### config.mk
export PLATFORM = sky130hd
export DESIGN_NAME = load_store_unit
export DESIGN_NICKNAME = d
export VERILOG_FILES = /design/src/rtl/load_store_unit.sv
export SDC_FILE = /design/constraint.sdc
export NUM_CORES = 1
export LEC_CHECK = 0
export BUFFER_PORTS_ARGS = -buffer_cell sky130_fd_sc_hd__buf_2
export CAP_MARGIN = 20
export CORE_MARGIN = 2
export CORE_UTILIZATION = 45
export DETAILED_ROUTE_END_ITERATION = 16
export PLACE_DENSITY_LB_ADDON = 0.05
export SYNTH_ARGS = -nofsm -noshare
export SYNTH_HDL_FRONTEND = slang
export SYNTH_SLANG_ARGS = --single-unit
### constraint.sdc
create_clock -name CLK -period 2.6 [get_ports CLK]
set_input_delay 0.26 -clock CLK [delete_from_list [all_inputs] [get_ports CLK]]
set_output_delay 0.26 -clock CLK [all_outputs]
set_load 0.005 [all_outputs]
### src/rtl/load_store_unit.sv
// Load/store unit: turns RV32I byte-addressed loads/stores into word
// accesses on a single-port memory (combinational read, sync write).
// Ports:
//   CLK, rst            clock, synchronous active-high reset
//   req_valid/ready     request handshake; req_we, req_funct3,
//                       req_addr, req_wdata carry the request
//   rsp_valid/ready     response handshake; rsp_rdata, rsp_err
//   mem_WE, mem_A       write enable, word index (addr >> 2)
//   mem_WD, mem_RD      write data, combinational read data
module load_store_unit #(
  parameter int WORD_ADDR_BITS = 16
) (
  input  logic        CLK,
  input  logic        rst,
  input  logic        req_valid,
  output logic        req_ready,
  input  logic        req_we,
  input  logic [2:0]  req_funct3,
  input  logic [31:0] req_addr,
  input  logic [31:0] req_wdata,
  output logic        rsp_valid,
  input  logic        rsp_ready,
  output logic [31:0] rsp_rdata,
  output logic        rsp_err,
  output logic        mem_WE,
  output logic [31:0] mem_A,
  output logic [31:0] mem_WD,
  input  logic [31:0] mem_RD
);

  typedef enum logic [1:0] {
    IDLE, ACCESS, WRITE, DONE
  } state_t;

  state_t      state, state_nx;
  logic        we_q, err_q;
  logic [2:0]  f3_q;
  logic [31:0] addr_q, wdata_q, word_q;

  logic        f3_bad, misal, oor, req_err;
  logic [31:0] merged, ld;
  logic [7:0]  b_sel;
  logic [15:0] h_sel;

  // Request check uses the live inputs so the error is known on accept.
  always_comb begin
    f3_bad = (req_funct3 == 3'b011) ||
             (req_funct3[2:1] == 2'b11) ||
             (req_we && req_funct3[2]);
    misal  = ((req_funct3[1:0] == 2'b01) && req_addr[0]) ||
             ((req_funct3 == 3'b010) && (req_addr[1:0] != 2'b00));
    oor    = (req_addr >> (WORD_ADDR_BITS + 2)) != 32'd0;
    req_err = f3_bad || misal || oor;
  end

  always_comb begin
    state_nx  = state;
    req_ready = 1'b0;
    rsp_valid = 1'b0;
    unique case (state)
      IDLE: begin
        req_ready = 1'b1;
        if (req_valid)
          state_nx = req_err ? DONE : ACCESS;
      end
      ACCESS: state_nx = we_q ? WRITE : DONE;
      WRITE:  state_nx = DONE;
      DONE: begin
        rsp_valid = 1'b1;
        if (rsp_ready)
          state_nx = IDLE;
      end
      default: state_nx = IDLE;
    endcase
  end

  always_ff @(posedge CLK) begin
    if (rst) begin
      state   <= IDLE;
      we_q    <= 1'b0;
      err_q   <= 1'b0;
      f3_q    <= 3'b000;
      addr_q  <= 32'd0;
      wdata_q <= 32'd0;
      word_q  <= 32'd0;
    end else begin
      state <= state_nx;
      if (state == IDLE && req_valid) begin
        we_q    <= req_we;
        err_q   <= req_err;
        f3_q    <= req_funct3;
        addr_q  <= req_addr;
        wdata_q <= req_wdata;
      end
      if (state == ACCESS)
        word_q <= mem_RD;
    end
  end

  assign b_sel = word_q[{addr_q[1:0], 3'b000} +: 8];
  assign h_sel = word_q[{addr_q[1], 4'b0000} +: 16];

  always_comb begin
    merged = word_q;
    case (f3_q[1:0])
      2'b00:   merged[{addr_q[1:0], 3'b000} +: 8] = wdata_q[7:0];
      2'b01:   merged[{addr_q[1], 4'b0000} +: 16] = wdata_q[15:0];
      default: merged = wdata_q;
    endcase
  end

  always_comb begin
    ld = 32'd0;
    case (f3_q)
      3'b000:  ld = {{24{b_sel[7]}}, b_sel};
      3'b001:  ld = {{16{h_sel[15]}}, h_sel};
      3'b010:  ld = word_q;
      3'b100:  ld = {24'd0, b_sel};
      3'b101:  ld = {16'd0, h_sel};
      default: ld = 32'd0;
    endcase
  end

  assign rsp_rdata = (state == DONE && !err_q && !we_q) ? ld : 32'd0;
  assign rsp_err   = (state == DONE) && err_q;
  assign mem_A     = {2'b00, addr_q[31:2]};
  assign mem_WD    = merged;
  // Gated by rst so a reset landing on WRITE never reaches memory.
  assign mem_WE    = (state == WRITE) && !rst;

endmodule
==> flow_summary.ini, run 1 <==
[outcome]
run_status = complete, no violations

[setup_path]
crit_family = compound AO/OA/AOI/OAI gates
rr_worst_depth = 6
cp_max_fo = 10
critical_path_required_ns = 2.34
cp.depth = 5
end_kind = primary output
max_stage_delay_ns = 0.51
cp_cell_sequence = clkinv_1, o21ai_4, a21oi_1, a22o_1, buf_2
worstReg2RegEnd = state[1]
critPathLaunch = f3_q[0]
cp_data_arrival_time_ns = 2.22
cp_num_buf_inv = 2
rrSetupSlack_ns = 0.76
r2r_start = state[1]
crit_type = register to primary output
crit_path_top_delay_cell = dfxtp_1
cp-start-kind = register
cp-endpoint = mem_WD[1]

[global_route]
antenna_found_initial = 0
globalRouteTotalUtil_pct = 26.7
grt_max_degree = 65
grt_pass1_vias = 5073
overflow = 0
grt_first_pass_wirelength_mm = 26.9

[timing]
worst_pin_slew_ns = 0.690
clock_skew_ns = 0.0120
fin_crit_sh_pct = 95.5
fmax_ghz = 0.403
setup_viol_count_final = 0
max_slew_margin_pct = 54.0
fin_crit_ns = 2.48
hold_violations = 0
hold_ws_ns = 0.130
timing.final.ws_setup_ns = 0.116
rsz0062_at_grt = yes
maxSlewViolCount = 0

[floorplanning]
ios = 204
num_rows = 40
start_util_pct = 45.8
fp.dieW_um = 114
dieHeight_um = 114
die-area_um2 = 13100
core-area_um2 = 12000

[clock_tree]
hold_buffers = 0
clk_latency_ns = 0.36
clock_path_buffers = 2
cts.clk_slew.worst_paths_ns = 0.07
cts_tree = yes
cts.sink_count = 103
cts_buffers = 9
post-cts-setup-buffers = 0
htree_levels = 3
cts-root-buf = clkbuf_16

[hold_path]
hp-class = input port to register

[drt]
routedWlPerCell_um = 17.6
wirelength_mm = 17.6
drtIter0Drc = 416
vias = 5502
drt-pass1-iter-count = 9
antenna_left = 0
via_per_inst = 5.49
drc = 0

[synth]
ys_seq_area_share_pct = 37.7
async_flop_share_pct = 0
ys.flop_type = dfxtp_1
synth_top_area_share_pct = 37.7
synth_common_cells = 178 x nand2_1, 103 x dfxtp_1, 98 x a21oi_1
yosys_warnings = 0
syn_area_um2 = 5470
syn_area_per_cell_um2 = 7.80
synth_edf_count = 0
post-synth-top-count-cell = nand2_1
synth.top_cells.by_area = dfxtp_1 38%, nand2_1 12%, a21oi_1 9.0%
synthCells = 702
synth-seq-cells = 103
ys_types = 46
yosys.area.top_type = dfxtp_1

[power]
p_int_uw = 3620
combPwrFrac_pct = 38.2
swShare_pct = 38.5
p_switching_uw = 2270
power.density_nw_per_um2 = 874
ir_drop_uv = 675
pwr-share-clk_pct = 22.8
seqPwrFrac_pct = 39.0
p_leak_uw = 0.00292
power_uw = 5880

[layout]
antennaDiodeCount = 0
stdcell_count = 1002
nFillCells = 1201
layout.nets = 964
syn2layout_area_growth_pct = 22.9
design_area_um2 = 6730
drive_gt1_share_pct = 31.1

[placed_design]
placed_area_um2 = 6410
hpwl_mm = 13.0
port_buffers = 201
place_inst = 987
dp_slack_ns = 0.248
place_congestion = 0.909

[run]
cap_violations = 0
[cell families (layout without fill, tap and decap cells)]
family                     Yosys count  count (layout)  share of synthesized area, %
and+or+nand+nor                    251             251                          18.9
adders and majority gates            9               9                          2.06
buffers and inverters               95             247                          8.96
DFF                                103             103                          37.7
muxes                               54              54                          10.1
other                                1               2                        0.0685
AOI/OAI and AO/OA                  189             189                          22.3
[sequential cells by signal (all words and copies together) (netlist names)]
name,count
addr_q,32
err_q,1
f3_q,3
state,2
wdata_q,32
we_q,1
word_q,32
[metrics by stage]
step                      TNS [ns]  utilization (%)
after global placement           0             53.6
after global routing       -0.0109             56.2
after detailed placement         0             53.6
after CTS                        0             56.1
after floorplan                  0                -
final                            0             56.2
[worst register-to-register path: cells and delay by family (launching register included)]
kind                       cells  cell delay [ns]
DFF                            1             0.35
muxes                          1             0.38
adders and majority gates      1             0.28
buffers and inverters          2             0.24
AOI/OAI and AO/OA              2             0.52
[power groups by stage]
stage | combinational (µW) | clock (µW) | sequential (µW)
after floorplan | 1660 | 0 | 2110
after global placement | 2160 | 0 | 2310
after detailed placement | 2220 | 0 | 2320
after CTS | 2240 | 1360 | 2280
after global routing | 2500 | 1420 | 2320
final | 2240 | 1340 | 2300
[layout make-up]
class | instances | area (µm²) | share of cell area [%]
Sequential cell | 103 | 2060 | 30.7
Clock inverter | 5 | 57.6 | 0.856
Clock buffer | 10 | 229 | 3.40
Inverter | 11 | 41.3 | 0.614
Multi-Input combinational cell | 505 | 2970 | 44.1
Tap cell | 147 | 184 | 2.73
Timing Repair Buffer | 221 | 1180 | 17.6
[timing repair]
action	in CTS	in global routing
cloned	0	0
gates resized for setup	3	3
setup endpoints to repair	22	34
endpoints found under the hold margin	0	0
[placed cells by master (no fill, tap or decap), types with 11 or more instances in the layout]
cell type and instances:
buf_4 19, dfxtp_1 102, mux2i_1 44, a21oi_1 97
nor2_1 42, nand2_1 177, a22oi_1 21, a21oi_2 11
a22o_1 18, buf_2 200
[worst min-delay path by stage]
stage / slack, ns / to / from / cells after the start
2_1_floorplan: 0.40 / addr_q[10] / req_addr[10] / 2
5_1_grt: 0.14 / wdata_q[21] / req_wdata[21] / 3
4_1_cts: 0.13 / addr_q[16] / req_addr[16] / 3
3_3_place_gp: 0.44 / addr_q[3] / addr_q[3] / 2
6_report: 0.13 / wdata_q[2] / req_wdata[2] / 3
3_5_place_dp: 0.44 / addr_q[19] / addr_q[19] / 2
[metal layers]
| metal | vias to the layer above | share of wire, % | global-route usage, % |
|---|---|---|---|
| met5 | - | 0 | 0 |
| met4 | 0 | 2.0 | 8.86 |
| met3 | 29 | 8.3 | 6.30 |
| met2 | 247 | 47 | 44.1 |
| met1 | 2520 | 43 | 34.4 |
| li1 | 2706 | - | - |
Note: power is estimated with default switching activity, not from simulation.
==> run 2: changes to the inputs <==
--- a/config.mk
+++ b/config.mk
@@ -11,2 +11,3 @@
 export CORE_UTILIZATION = 45
+export CTS_BUF_LIST = sky130_fd_sc_hd__clkbuf_4 sky130_fd_sc_hd__clkbuf_8
 export DETAILED_ROUTE_END_ITERATION = 16
==> constraint.sdc (replaced) <==
create_clock -name CLK -period 2.6 [get_ports CLK]
set_input_delay 0.52 -clock CLK [delete_from_list [all_inputs] [get_ports CLK]]
set_output_delay 0.52 -clock CLK [all_outputs]
set_load 0.005 [all_outputs]
==> run 2 against run 1 <==
The run now ends with negative setup slack left. Final area increased by 3.3%. Sequential share of layout area shrank 0.95 points. Non-clock buffer count grew 20. Sequential cell count unchanged. Sequential power hardly changed. Routed wire length increased by 0.94%. Utilization up 1.9 points. Setup slack lost 0.12 ns. Critical endpoint is now mem_WD[22].
==> flow_summary.ini, run 2 (synthesis results as in run 1) <==
[drt]
routedWlPerCell_um = 17.4
vias = 5572
drt-pass1-iter-count = 7
drc = 0
via_per_inst = 5.45
wirelength_mm = 17.8
antenna_left = 0
drtIter0Drc = 372

[timing]
fmax_ghz = 0.383
timing.final.ws_setup_ns = -0.00766
rsz0062_at_grt = yes
hold_ws_ns = 0.364
fin_crit_ns = 2.61
max_slew_margin_pct = 54.8
setup_viol_count_final = 3
worst_pin_slew_ns = 0.678
setup_tns_ns = -0.00976
clock_skew_ns = 0.00490
fin_crit_sh_pct = 100
maxSlewViolCount = 0
hold_violations = 0

[setup_path]
cp_data_arrival_time_ns = 2.09
cp_num_buf_inv = 3
rr_worst_depth = 5
end_kind = primary output
cp-start-kind = register
cp_max_fo = 6
worstReg2RegEnd = word_q[25]
r2r_start = state[1]
crit_type = register to primary output
crit_path_top_delay_cell = dfxtp_2
critical_path_required_ns = 2.08
max_stage_delay_ns = 0.37
crit_family = flip-flops
rrSetupSlack_ns = 0.77
cp_cell_sequence = inv_2, ha_4, nor4bb_1, buf_4, mux2_4, a22oi_2, o21ai_1, buf_2

[power]
p_leak_uw = 0.00302
power.density_nw_per_um2 = 839
ir_drop_uv = 604

[hold_path]
worstHoldEndpoint = wdata_q[4]
min-delay-start = req_wdata[4]
hp-class = input port to register
whs_path_depth = 3

[floorplanning]
dieHeight_um = 114
num_rows = 40
start_util_pct = 45.8
ios = 204
fp.dieW_um = 114
die-area_um2 = 13100
core-area_um2 = 12000

[layout]
seq_area_um2 = 2070
drive_gt1_share_pct = 35.8
top_regs = addr_q (32), wdata_q (32), word_q (32)
layout_common_cells = 200 x buf_2, 177 x nand2_1, 100 x dfxtp_1
syn2layout_area_growth_pct = 26.9
stdcell_count = 1023
nFillCells = 1152
antennaDiodeCount = 0
final_common_cell = buf_2
multiInputGateArea_um2 = 3060
layout.nets = 984

[outcome]
violations = negative setup slack
run_status = finished with violations

[placed_design]
place_congestion = 0.926
hpwl_mm = 12.8
place_inst = 993
port_buffers = 201

[clock_tree]
clk_latency_ns = 0.38
clock_path_buffers = 2
cts-root-buf = clkbuf_8
cts.sink_count = 103
cts.clk_slew.worst_paths_ns = 0.10
cts_tree = yes
htree_levels = 3
cts_buffers = 9

[global_route]
antenna_found_initial = 0
grt_pass1_vias = 4934
grt_first_pass_wirelength_mm = 26.6
overflow = 0
globalRouteTotalUtil_pct = 26.4
grt_max_degree = 104

[run]
cap_violations = 0
[run 2: changes by cell type in the layout (fill, tap and decap cells not counted), sizes merged]
| cell | previous run | this run |
|---|---|---|
| inv | 11 | 12 |
| clkinv | 4 | 2 |
| buf | 221 | 240 |
| clkbuf | 10 | 12 |
| clkinvlp | 0 | 1 |
[run 2: worst max path at each step]
stage                     slack, ns  cells after the start             to  startpoint
after floorplan                0.21                      7     mem_WD[18]   addr_q[0]
after global placement         0.24                      7  rsp_rdata[31]   addr_q[1]
after detailed placement       0.23                      8     mem_WD[22]   addr_q[1]
after CTS                     0.005                      8     mem_WD[25]   addr_q[0]
after global routing           -0.1                      8     mem_WD[22]   addr_q[1]
final                        -0.008                      8     mem_WD[22]   addr_q[1]
[run 2: layer usage]
layer / share of wire, % / wire [µm] / vias up / GRT usage, %
met5: 0 / 0 / - / 0
met3: 7.7 / 1360 / 40 / 4.82
met4: 3.1 / 544 / 0 / 10.8
met1: 43 / 7570 / 2541 / 35.6
met2: 47 / 8280 / 252 / 41.7
li1: - / - / 2739 / -
[run 2: repair_timing]
action                     4_1_cts  5_1_grt
pin swaps                        0        6
setup endpoints to repair       56       58
gates cloned                     0        1
buffers inserted                 2       12
resized for setup               18       34
hold buffers                     0        0
[run 2: power by group]
group | switching, µW | leakage [µW] | internal, µW
Clock | 581 | 0.000105 | 493
Combinational | 1350 | 0.00207 | 1130
Sequential | 385 | 0.000844 | 1890
[run 2: worst register-to-register path, cell delays in order (launching register included)]
cell     delay [ns]
dfxtp_1        0.35
inv_1          0.12
ha_2           0.64
buf_4          0.33
mux2i_1        0.22
nor2_1         0.05
[run 2: layout make-up]
cell class,instances,share of cell area (%)
well taps,147,2.65
multi-input cells,505,44.0
flip-flops and latches,103,29.7
inverters,11,0.702
repair buffers,241,19.8
clock inverters,5,0.954
clock buffers,11,2.09
[run 2: per-stage QoR]
| step | worst slack [ns] | cell area (µm²) | power (µW) | util, % |
|---|---|---|---|---|
| after floorplan | 0.213 | 5480 | 3770 | - |
| after global placement | 0.242 | 6450 | 4510 | 53.9 |
| after detailed placement | 0.229 | 6450 | 4550 | 53.9 |
| after CTS | 0.00540 | 6740 | 5690 | 56.3 |
| after global routing | -0.0997 | 6950 | 6210 | 58.1 |
| final | -0.00766 | 6950 | 5830 | 58.1 |
